File: src/rtl/serial_arith_pkg.sv
`default_nettype none
// ============================================================================
// Module      : serial_arith_pkg
// Description : Shared state encoding, default width and sizing helper.
// Revision    : 1.0 - initial release
// ============================================================================
package serial_arith_pkg;

   localparam int C_DEFAULT_WIDTH = 8;

   // 2'd3 is unused and decodes back to IDLE in the FSM default branch
   typedef enum logic [1:0] {
      ST_IDLE = 2'd0,
      ST_RUN  = 2'd1,
      ST_DONE = 2'd2
   } state_t;

   function automatic int cnt_width(input int w);
      return (w <= 2) ? 1 : $clog2(w);
   endfunction

endpackage
`default_nettype wire

File: src/rtl/serial_subtractor_if.sv
`default_nettype none
// ============================================================================
// Module      : serial_subtractor_if
// Description : Start/Busy/Done handshake and operand/result bus.
// Revision    : 1.0 - initial release
// ============================================================================
interface serial_subtractor_if #(
   parameter int WIDTH = serial_arith_pkg::C_DEFAULT_WIDTH
);
   logic             Start;
   logic [WIDTH-1:0] A;
   logic [WIDTH-1:0] B;
   logic             Busy;
   logic             Done;
   logic [WIDTH-1:0] Diff;
   logic             Borrow;

   modport master (output Start, A, B, input Busy, Done, Diff, Borrow);
   modport slave  (input Start, A, B, output Busy, Done, Diff, Borrow);
endinterface
`default_nettype wire

File: src/rtl/full_subtractor.sv
`default_nettype none
// ============================================================================
// Module      : full_subtractor
// Description : Combinational one-bit full subtractor cell (X - Y - Bin).
// Revision    : 1.0 - initial release
// ============================================================================
module full_subtractor (
   input  wire logic X,
   input  wire logic Y,
   input  wire logic Bin,
   output logic      D,
   output logic      Bout
);
   logic w_xy;

   assign w_xy = X ^ Y;
   assign D    = w_xy ^ Bin;
   assign Bout = (~X & Y) | (~w_xy & Bin);
endmodule
`default_nettype wire

File: src/rtl/serial_subtractor.sv
`default_nettype none
// ============================================================================
// Module      : serial_subtractor
// Description : Bit-serial unsigned subtractor, LSB first, one borrow flop.
// Revision    : 1.0 - initial release
// ============================================================================
module serial_subtractor
   import serial_arith_pkg::*;
#(
   parameter int WIDTH = C_DEFAULT_WIDTH
) (
   input  wire logic          Clk,
   input  wire logic          Rst,
   serial_subtractor_if.slave bus
);
   localparam int             CW     = cnt_width(WIDTH);
   localparam logic [CW-1:0]  C_LAST = CW'(WIDTH - 1);

   state_t           r_state;
   logic [WIDTH-1:0] r_sa;
   logic [WIDTH-1:0] r_sb;
   logic             r_bor;
   logic [CW-1:0]    r_cnt;
   logic             r_busy;
   logic             r_done;
   logic [WIDTH-1:0] r_diff;
   logic             r_borrow;

   logic             w_d;
   logic             w_bout;
   logic [WIDTH-1:0] w_sa_next;

   full_subtractor u_slice (
      .X    (r_sa[0]),
      .Y    (r_sb[0]),
      .Bin  (r_bor),
      .D    (w_d),
      .Bout (w_bout)
   );

   // Difference bits fill the minuend register from the top as its bits are consumed,
   // so after WIDTH shifts r_sa holds the complete result.
   generate
      if (WIDTH == 1) begin : g_w1
         assign w_sa_next = w_d;
      end else begin : g_wn
         assign w_sa_next = {w_d, r_sa[WIDTH-1:1]};
      end
   endgenerate

   always_ff @(posedge Clk) begin
      if (Rst) begin
         r_state  <= ST_IDLE;
         r_sa     <= '0;
         r_sb     <= '0;
         r_bor    <= 1'b0;
         r_cnt    <= '0;
         r_busy   <= 1'b0;
         r_done   <= 1'b0;
         r_diff   <= '0;
         r_borrow <= 1'b0;
      end else begin
         case (r_state)
            ST_IDLE: begin
               r_done <= 1'b0;
               if (bus.Start) begin
                  r_sa    <= bus.A;
                  r_sb    <= bus.B;
                  r_bor   <= 1'b0;
                  r_cnt   <= '0;
                  r_busy  <= 1'b1;
                  r_state <= ST_RUN;
               end
            end
            ST_RUN: begin
               r_sa  <= w_sa_next;
               r_sb  <= r_sb >> 1;
               r_bor <= w_bout;
               r_cnt <= r_cnt + 1'b1;
               if (r_cnt == C_LAST) begin
                  r_diff   <= w_sa_next;
                  r_borrow <= w_bout;
                  r_busy   <= 1'b0;
                  r_done   <= 1'b1;
                  r_state  <= ST_DONE;
               end
            end
            ST_DONE: begin
               r_done  <= 1'b0;
               r_state <= ST_IDLE;
            end
            default: begin
               r_busy  <= 1'b0;
               r_done  <= 1'b0;
               r_state <= ST_IDLE;
            end
         endcase
      end
   end

   assign bus.Busy   = r_busy;
   assign bus.Done   = r_done;
   assign bus.Diff   = r_diff;
   assign bus.Borrow = r_borrow;
endmodule
`default_nettype wire

File: src/flat_wrapper.sv
// flat-port wrapper written by rule: the top's interface ports become plain ports
module serial_subtractor_flat import serial_arith_pkg::*;
#(
   parameter int WIDTH = C_DEFAULT_WIDTH
)
  (Clk, Rst, bus_Start, bus_A, bus_B, bus_Busy, bus_Done, bus_Diff, bus_Borrow);
  serial_subtractor_if #(.WIDTH(WIDTH)) bus_i ();
  input  wire logic Clk;
  input  wire logic Rst;
  input wire logic [$bits(bus_i.Start)-1:0] bus_Start;
  input wire logic [$bits(bus_i.A)-1:0] bus_A;
  input wire logic [$bits(bus_i.B)-1:0] bus_B;
  output wire logic [$bits(bus_i.Busy)-1:0] bus_Busy;
  output wire logic [$bits(bus_i.Done)-1:0] bus_Done;
  output wire logic [$bits(bus_i.Diff)-1:0] bus_Diff;
  output wire logic [$bits(bus_i.Borrow)-1:0] bus_Borrow;
  assign bus_i.Start = bus_Start;
  assign bus_i.A = bus_A;
  assign bus_i.B = bus_B;
  assign bus_Busy = bus_i.Busy;
  assign bus_Done = bus_i.Done;
  assign bus_Diff = bus_i.Diff;
  assign bus_Borrow = bus_i.Borrow;
  serial_subtractor #(.WIDTH(WIDTH)) u_core (.Clk(Clk), .Rst(Rst), .bus(bus_i));
endmodule
File: config.mk
export PLATFORM = sky130hd
export DESIGN_NAME = serial_subtractor_flat
export DESIGN_NICKNAME = d
export VERILOG_FILES = /design/src/rtl/serial_arith_pkg.sv /design/src/rtl/serial_subtractor_if.sv /design/src/rtl/full_subtractor.sv /design/src/rtl/serial_subtractor.sv /design/src/flat_wrapper.sv
export SDC_FILE = /design/constraint.sdc
export NUM_CORES = 1
export LEC_CHECK = 0
export CAP_MARGIN = 10
export CORE_ASPECT_RATIO = 1.75
export CORE_UTILIZATION = 45
export DETAILED_ROUTE_END_ITERATION = 10
export PLACE_DENSITY = 0.74
export RECOVER_POWER = 100
export SLEW_MARGIN = 20
export SYNTH_ARGS = -nofsm -noshare
export SYNTH_HDL_FRONTEND = slang
export SYNTH_HIERARCHICAL = 1
export SYNTH_SLANG_ARGS = --single-unit
File: constraint.sdc
create_clock -name Clk -period 1.3 [get_ports Clk]
set_clock_uncertainty 0.2 [all_clocks]
set_input_delay 0.26 -clock Clk [delete_from_list [all_inputs] [get_ports Clk]]
set_output_delay 0.26 -clock Clk [all_outputs]
set_load 0.03 [all_outputs]
Word level (Yosys, flattened, before mapping). Cells that the tools add are included.

Bits in registers: 33. Bits of input ports: 19. Output and inout bits: 11. Logic and storage cells: 45.

Add/subtract/negate cells: 1. Eq/ne operators: 5. Multiplexer cells: 14. Bitwise operators: 9. Reductions and logical operators: 7.

Operators with widths (count): $pmux W8 S2 (2); $mux W8 (2); $pmux W3 S2 (1); $reduce_and A2 Y1 (3); $mux W2 (2); $not A1 Y1 (4); $pmux W2 S2 (1); $add A3 B1 Y3 const B (1); $eq A3 B3 Y1 const B (1); $mux W1 (3); $mux W3 (1); $pmux W1 S3 (1); $reduce_and A3 Y1 (1); $and A1 B1 Y1 (2); $eq A2 B1 Y1 const B (1); $eq A2 B2 Y1 const B (1); $logic_not A2 Y1 (1); $ne A2 B1 Y1 const B (1); $ne A2 B2 Y1 const B (1); $pmux W1 S2 (1); $reduce_bool A2 Y1 (1); $reduce_or A2 Y1 (1); $xor A1 B1 Y1 (2); $or A1 B1 Y1 (1).

Logic depth before layout (Yosys ltp).
Word-level depth: 5. Mapped depth: 5. Gate-level depth less buffers: 5.

By module. Netlist, hierarchy kept.

Modules (own cells, without submodules): serial_subtractor (times used 1, cells each 147, area an instance 1435.1 um^2, sequential area each 660.6 um^2); full_subtractor (times used 1, cells each 4, area an instance 31.3 um^2, sequential area each 0.0 um^2).

Worst setup path before layout. Ideal clock, no wire load.

Kind: flip-flop to flip-flop. From: reg u_core.r_cnt[0]. To: reg u_core.r_state[0]. Setup time: 0.122 ns. Arrival time: 1.140 ns. Data required time: 0.978 ns. Path slack: -0.162 ns. Stages on the path, launching flop included: 6. Path buffers: 1. Period minus slack after synthesis: 1.462 ns. Cells stage by stage: dfxtp_1 ha_1 ha_1 clkbuf_1 o21ai_0 nor3b_1.

Word-level cells in the longest chain between the ends: 3.

Ends and longest elaborated chain: from (decl) (line serial_subtractor.sv:23) `logic [CW-1:0] r_cnt;`; from (signal assigned) (line serial_subtractor.sv:79) `r_cnt <= r_cnt + 1'b1;`; $eq A3 B3 Y1 (line serial_subtractor.sv:80) `if (r_cnt == C_LAST) begin`; $ne A2 B1 Y1 (no source line); $reduce_and A2 Y1 (no source line); to (signal assigned) (line serial_subtractor.sv:85) `r_state <= ST_DONE;`; to (signal assigned) (line serial_subtractor.sv:90) `r_state <= ST_IDLE;`; to (signal assigned) (line serial_subtractor.sv:95) `r_state <= ST_IDLE;`; to (decl) (line serial_subtractor.sv:19) `state_t r_state;`.

Every way passes these cells. A chain may end at the register's enable or synchronous reset.

Worst setup path in the final report.
From: reg u_core.r_bor. To: reg u_core.r_sa[7].

Word-level cells in the longest chain between the ends: 2.

Ends and longest elaborated chain: from (decl) (line serial_subtractor.sv:22) `logic r_bor;`; from (signal assigned) (line serial_subtractor.sv:78) `r_bor <= w_bout;`; $xor A1 B1 Y1 (line full_subtractor.sv:17) `assign D = w_xy ^ Bin;`; via u_core.w_d (line serial_subtractor.sv:29) `logic w_d;`; $pmux W8 S2 (line serial_subtractor.sv:63) `case (r_state)`; to (signal assigned) (line serial_subtractor.sv:67) `r_sa <= bus.A;`; to (signal assigned) (line serial_subtractor.sv:76) `r_sa <= w_sa_next;`; to (decl) (line serial_subtractor.sv:20) `logic [WIDTH-1:0] r_sa;`.

The timed path passes the listed nets, and every way through them passes these cells.

==> qor.txt <==
final instance area: 0.00223 mm2
Clock Tree Buf Depth: 2
placed inst area: 0.00191 mm2
Starting Density: 47.2%
Synth cell types: 30
Vias/cell: 5.33
setup TNS: -699 ps
post-synthesis cell area: 0.00147 mm2
via count of the first global-routing pass: 1204
net switching power: 0.000596 W
drt initial violations: 27
die height: 77.5 um
Syn Nets: 173
gr usage total: 20.1%
first-pass GRT wire length: 5180 um
die width: 45.2 um
max-cap viol count: 0
fraction of registers with async set or reset after synthesis: 0%
antenna viol nets, final: 0
failing checks: negative setup slack
period utilization: 112%
Clock Pin Slew Worst Setup and Hold Paths: 70 ps
clock latency at the later pin of the worst-skew pair: 280 ps
Layout Nets: 220
#FFs+latches synth: 33
kind of critical path: flop to flop
pin count of the biggest net entering global routing: 34
Core Rows: 27
R2R depth: 4
number of fill cells in the layout: 243
fraction of final layout cells sized beyond drive strength 1: 42.9%
slowest stage delay, CP: 520 ps
Avg WL per Cell: 15.1 um
Layout area overhead: 51.9%
PwrDens: 1050 mW/mm2
worst rel slew slack: 83.3%
post-synth top area share: 45.1%
final wirelength: 3640 um
final hold vios: 0
Placer Congestion: 0.808
Data required, critical path: 1300 ps
largest cells by area after synthesis: dfxtp_1 (45%), mux2i_1 (10%), a211oi_2 (6.0%)
antenna violations before repair: 0
Logic pwr share: 19.2%
final setup fails: 15
sequence of cells on the critical path: inv_2 > fa_1 > mux2i_1 > a211oi_1
minimum clock period after layout: 1460 ps
CTS tree: yes
crit path to: u_core/r_sa[7]$_SDFFE_PP0P_
leak pwr: 0.915 nW
flop-to-flop setup slack: -160 ps
ys flop type: dfxtp_1
FF-to-FF Start: u_core/r_bor$_SDFFE_PP0P_
die area: 0.00350 mm2
register area share after synthesis: 45.1%
core footprint: 0.00311 mm2
slowest CP cell: fa_1
status: finished, violations left
number of synthesized flops with an enable pin: 0
CP Data Arrival Time: 1450 ps
RSZ-0062 raised after global routing: yes
total CTS buffers: 5
critical path startpoint: u_core/r_bor$_SDFFE_PP0P_
clk root buf: clkbuf_8
Vias: 1285
final worst setup slack: -157 ps
Max Clk Rate: 0.686 GHz
H-tree lvl count: 2
Yosys warnings: 6
Final Slew Violations: 0
Port Buffer Count: 29
Mapped Cells: 151
VDD IR max: 0.930 mV
Hold Crit Class: flop to flop
post-synth top area cell: dfxtp_1
Reg power frac: 48.1%
Inserted Diodes: 0
syn avg cell area: 9.71 um2
internal power: 0.00174 W
top cells by count, synth: dfxtp_1 (33), nor2_1 (22), mux2i_1 (15), a21oi_1 (9)
Worst Setup End Kind: flop
R2R Path End: u_core/r_sa[7]$_SDFFE_PP0P_
global route overflow: 0
DR DRC count: 0
most frequent cell after synthesis: dfxtp_1
1st-pass router iterations: 4
Sw Share: 25.6%
clock power share: 32.6%
Worst Tran Pin Value: 244 ps
Sink Count: 33
# IOs: 30
CP Max Fanout: 2
startpoint class of the critical path: flop
Final HPWL DP: 2280 um
## sequential cells by signal (all words and copies together), names as in the netlist
| signal | flops |
|---|---|
| u_core/bus.Borrow | 1 |
| u_core/bus.Busy | 1 |
| u_core/bus.Diff | 8 |
| u_core/bus.Done | 1 |
| u_core/r_bor | 1 |
| u_core/r_cnt | 3 |
| u_core/r_sa | 8 |
| u_core/r_sb | 8 |
| u_core/r_state | 2 |
## through the flow
step	std cells	setup slack [ps]	hold WS (ps)	utilization, %	power [W]
2_1_floorplan	151	-71.9	255	-	0.00136
3_3_place_gp	228	-372	247	61.4	0.00149
3_5_place_dp	228	-407	250	61.4	0.00150
4_1_cts	237	-156	256	66.0	0.00228
5_1_grt	241	-199	277	71.7	0.00243
6_report	241	-157	259	71.7	0.00233
## area by class of cell
class / instances / area, um2 / area share, %
Sequential cell: 33 / 672 / 30.2
Inverter: 5 / 18.8 / 0.843
Tap cell: 43 / 53.8 / 2.42
Multi-Input combinational cell: 103 / 878 / 39.4
Clock buffer: 7 / 86.3 / 3.88
Timing Repair Buffer: 50 / 518 / 23.3
## what timing repair did
action                                  in CTS  in global routing
endpoints found under the setup margin      31                 29
pin swaps                                   13                 13
buffers inserted                             2                  1
gates resized for setup                     11                 26
gates cloned                                 0                  3
hold buffers                                 0                  0
## power groups by stage
stage	Combinational [W]	Sequential (W)	Clock, W
finish	0.000449	0.00112	0.000761
CTS	0.000378	0.00112	0.000784
global placement	0.000349	0.00114	0
global route	0.000480	0.00113	0.000821
detailed placement	0.000361	0.00114	0
floorplan	0.000226	0.00113	0
## placed cells by master, fill, tap and decap left out, types with 2 or more instances in the layout
cell type / count
nand2b_1: 2
buf_12: 3
nand2_1: 7
nand3b_4: 2
nand3_1: 4
a22oi_2: 3
buf_4: 13
nand3_2: 3
a211oi_1: 3
a21oi_1: 5
dfxtp_1: 26
dfxtp_2: 6
ha_4: 2
inv_1: 2
mux2i_1: 14
nand2b_4: 2
buf_6: 7
nor2_2: 4
o2bb2ai_1: 2
nor2_1: 21
inv_2: 3
clkbuf_16: 2
a211oi_2: 12
clkbuf_8: 6
clkdlybuf4s50_1: 17
clkbuf_4: 7
a21oi_2: 4
## kinds of logic (layout without fill, tap and decap cells)
family          Yosys count  after routing  share of synthesized area [%]
fa+ha+maj                 3              3                           3.07
flops                    33             33                           45.1
mux                      15             15                           10.2
simple gates             50             51                           16.4
compound gates           34             34                           18.8
buf+inv                  16             62                           6.48
## routing by layer
layer	wire length (um)	track usage (%)	up-vias	share of wire, %
met3	143	4.42	8	3.9
met4	110	10.9	0	3.0
met1	1350	20.8	622	37
met2	2040	35.2	33	56
met5	0	0	-	0
li1	-	-	622	-
## worst min path at each step
| stage | start | endpoint | slack [ps] | cells past startpoint |
|---|---|---|---|---|
| final | u_core/bus.Diff[7]$_SDFFE_PP0P_ | u_core/bus.Diff[7]$_SDFFE_PP0P_ | 260 | 2 |
| after global routing | u_core/bus.Diff[5]$_SDFFE_PP0P_ | u_core/bus.Diff[5]$_SDFFE_PP0P_ | 280 | 2 |
| after CTS | u_core/bus.Diff[7]$_SDFFE_PP0P_ | u_core/bus.Diff[7]$_SDFFE_PP0P_ | 260 | 2 |
| after detailed placement | u_core/bus.Diff[7]$_SDFFE_PP0P_ | u_core/bus.Diff[7]$_SDFFE_PP0P_ | 250 | 2 |
| after global placement | u_core/bus.Diff[5]$_SDFFE_PP0P_ | u_core/bus.Diff[5]$_SDFFE_PP0P_ | 250 | 2 |
| after floorplan | bus_Start | u_core/r_sa[0]$_SDFFE_PP0P_ | 260 | 2 |
## critical path: cells and delay by family, from the launching register on
kind / cells / cell delay [ps]
DFF: 1 / 340
muxes: 1 / 80
adders and majority gates: 1 / 520
AOI/OAI and AO/OA: 1 / 200
buffers and inverters: 1 / 40
Note: power is estimated with default switching activity, not from simulation.
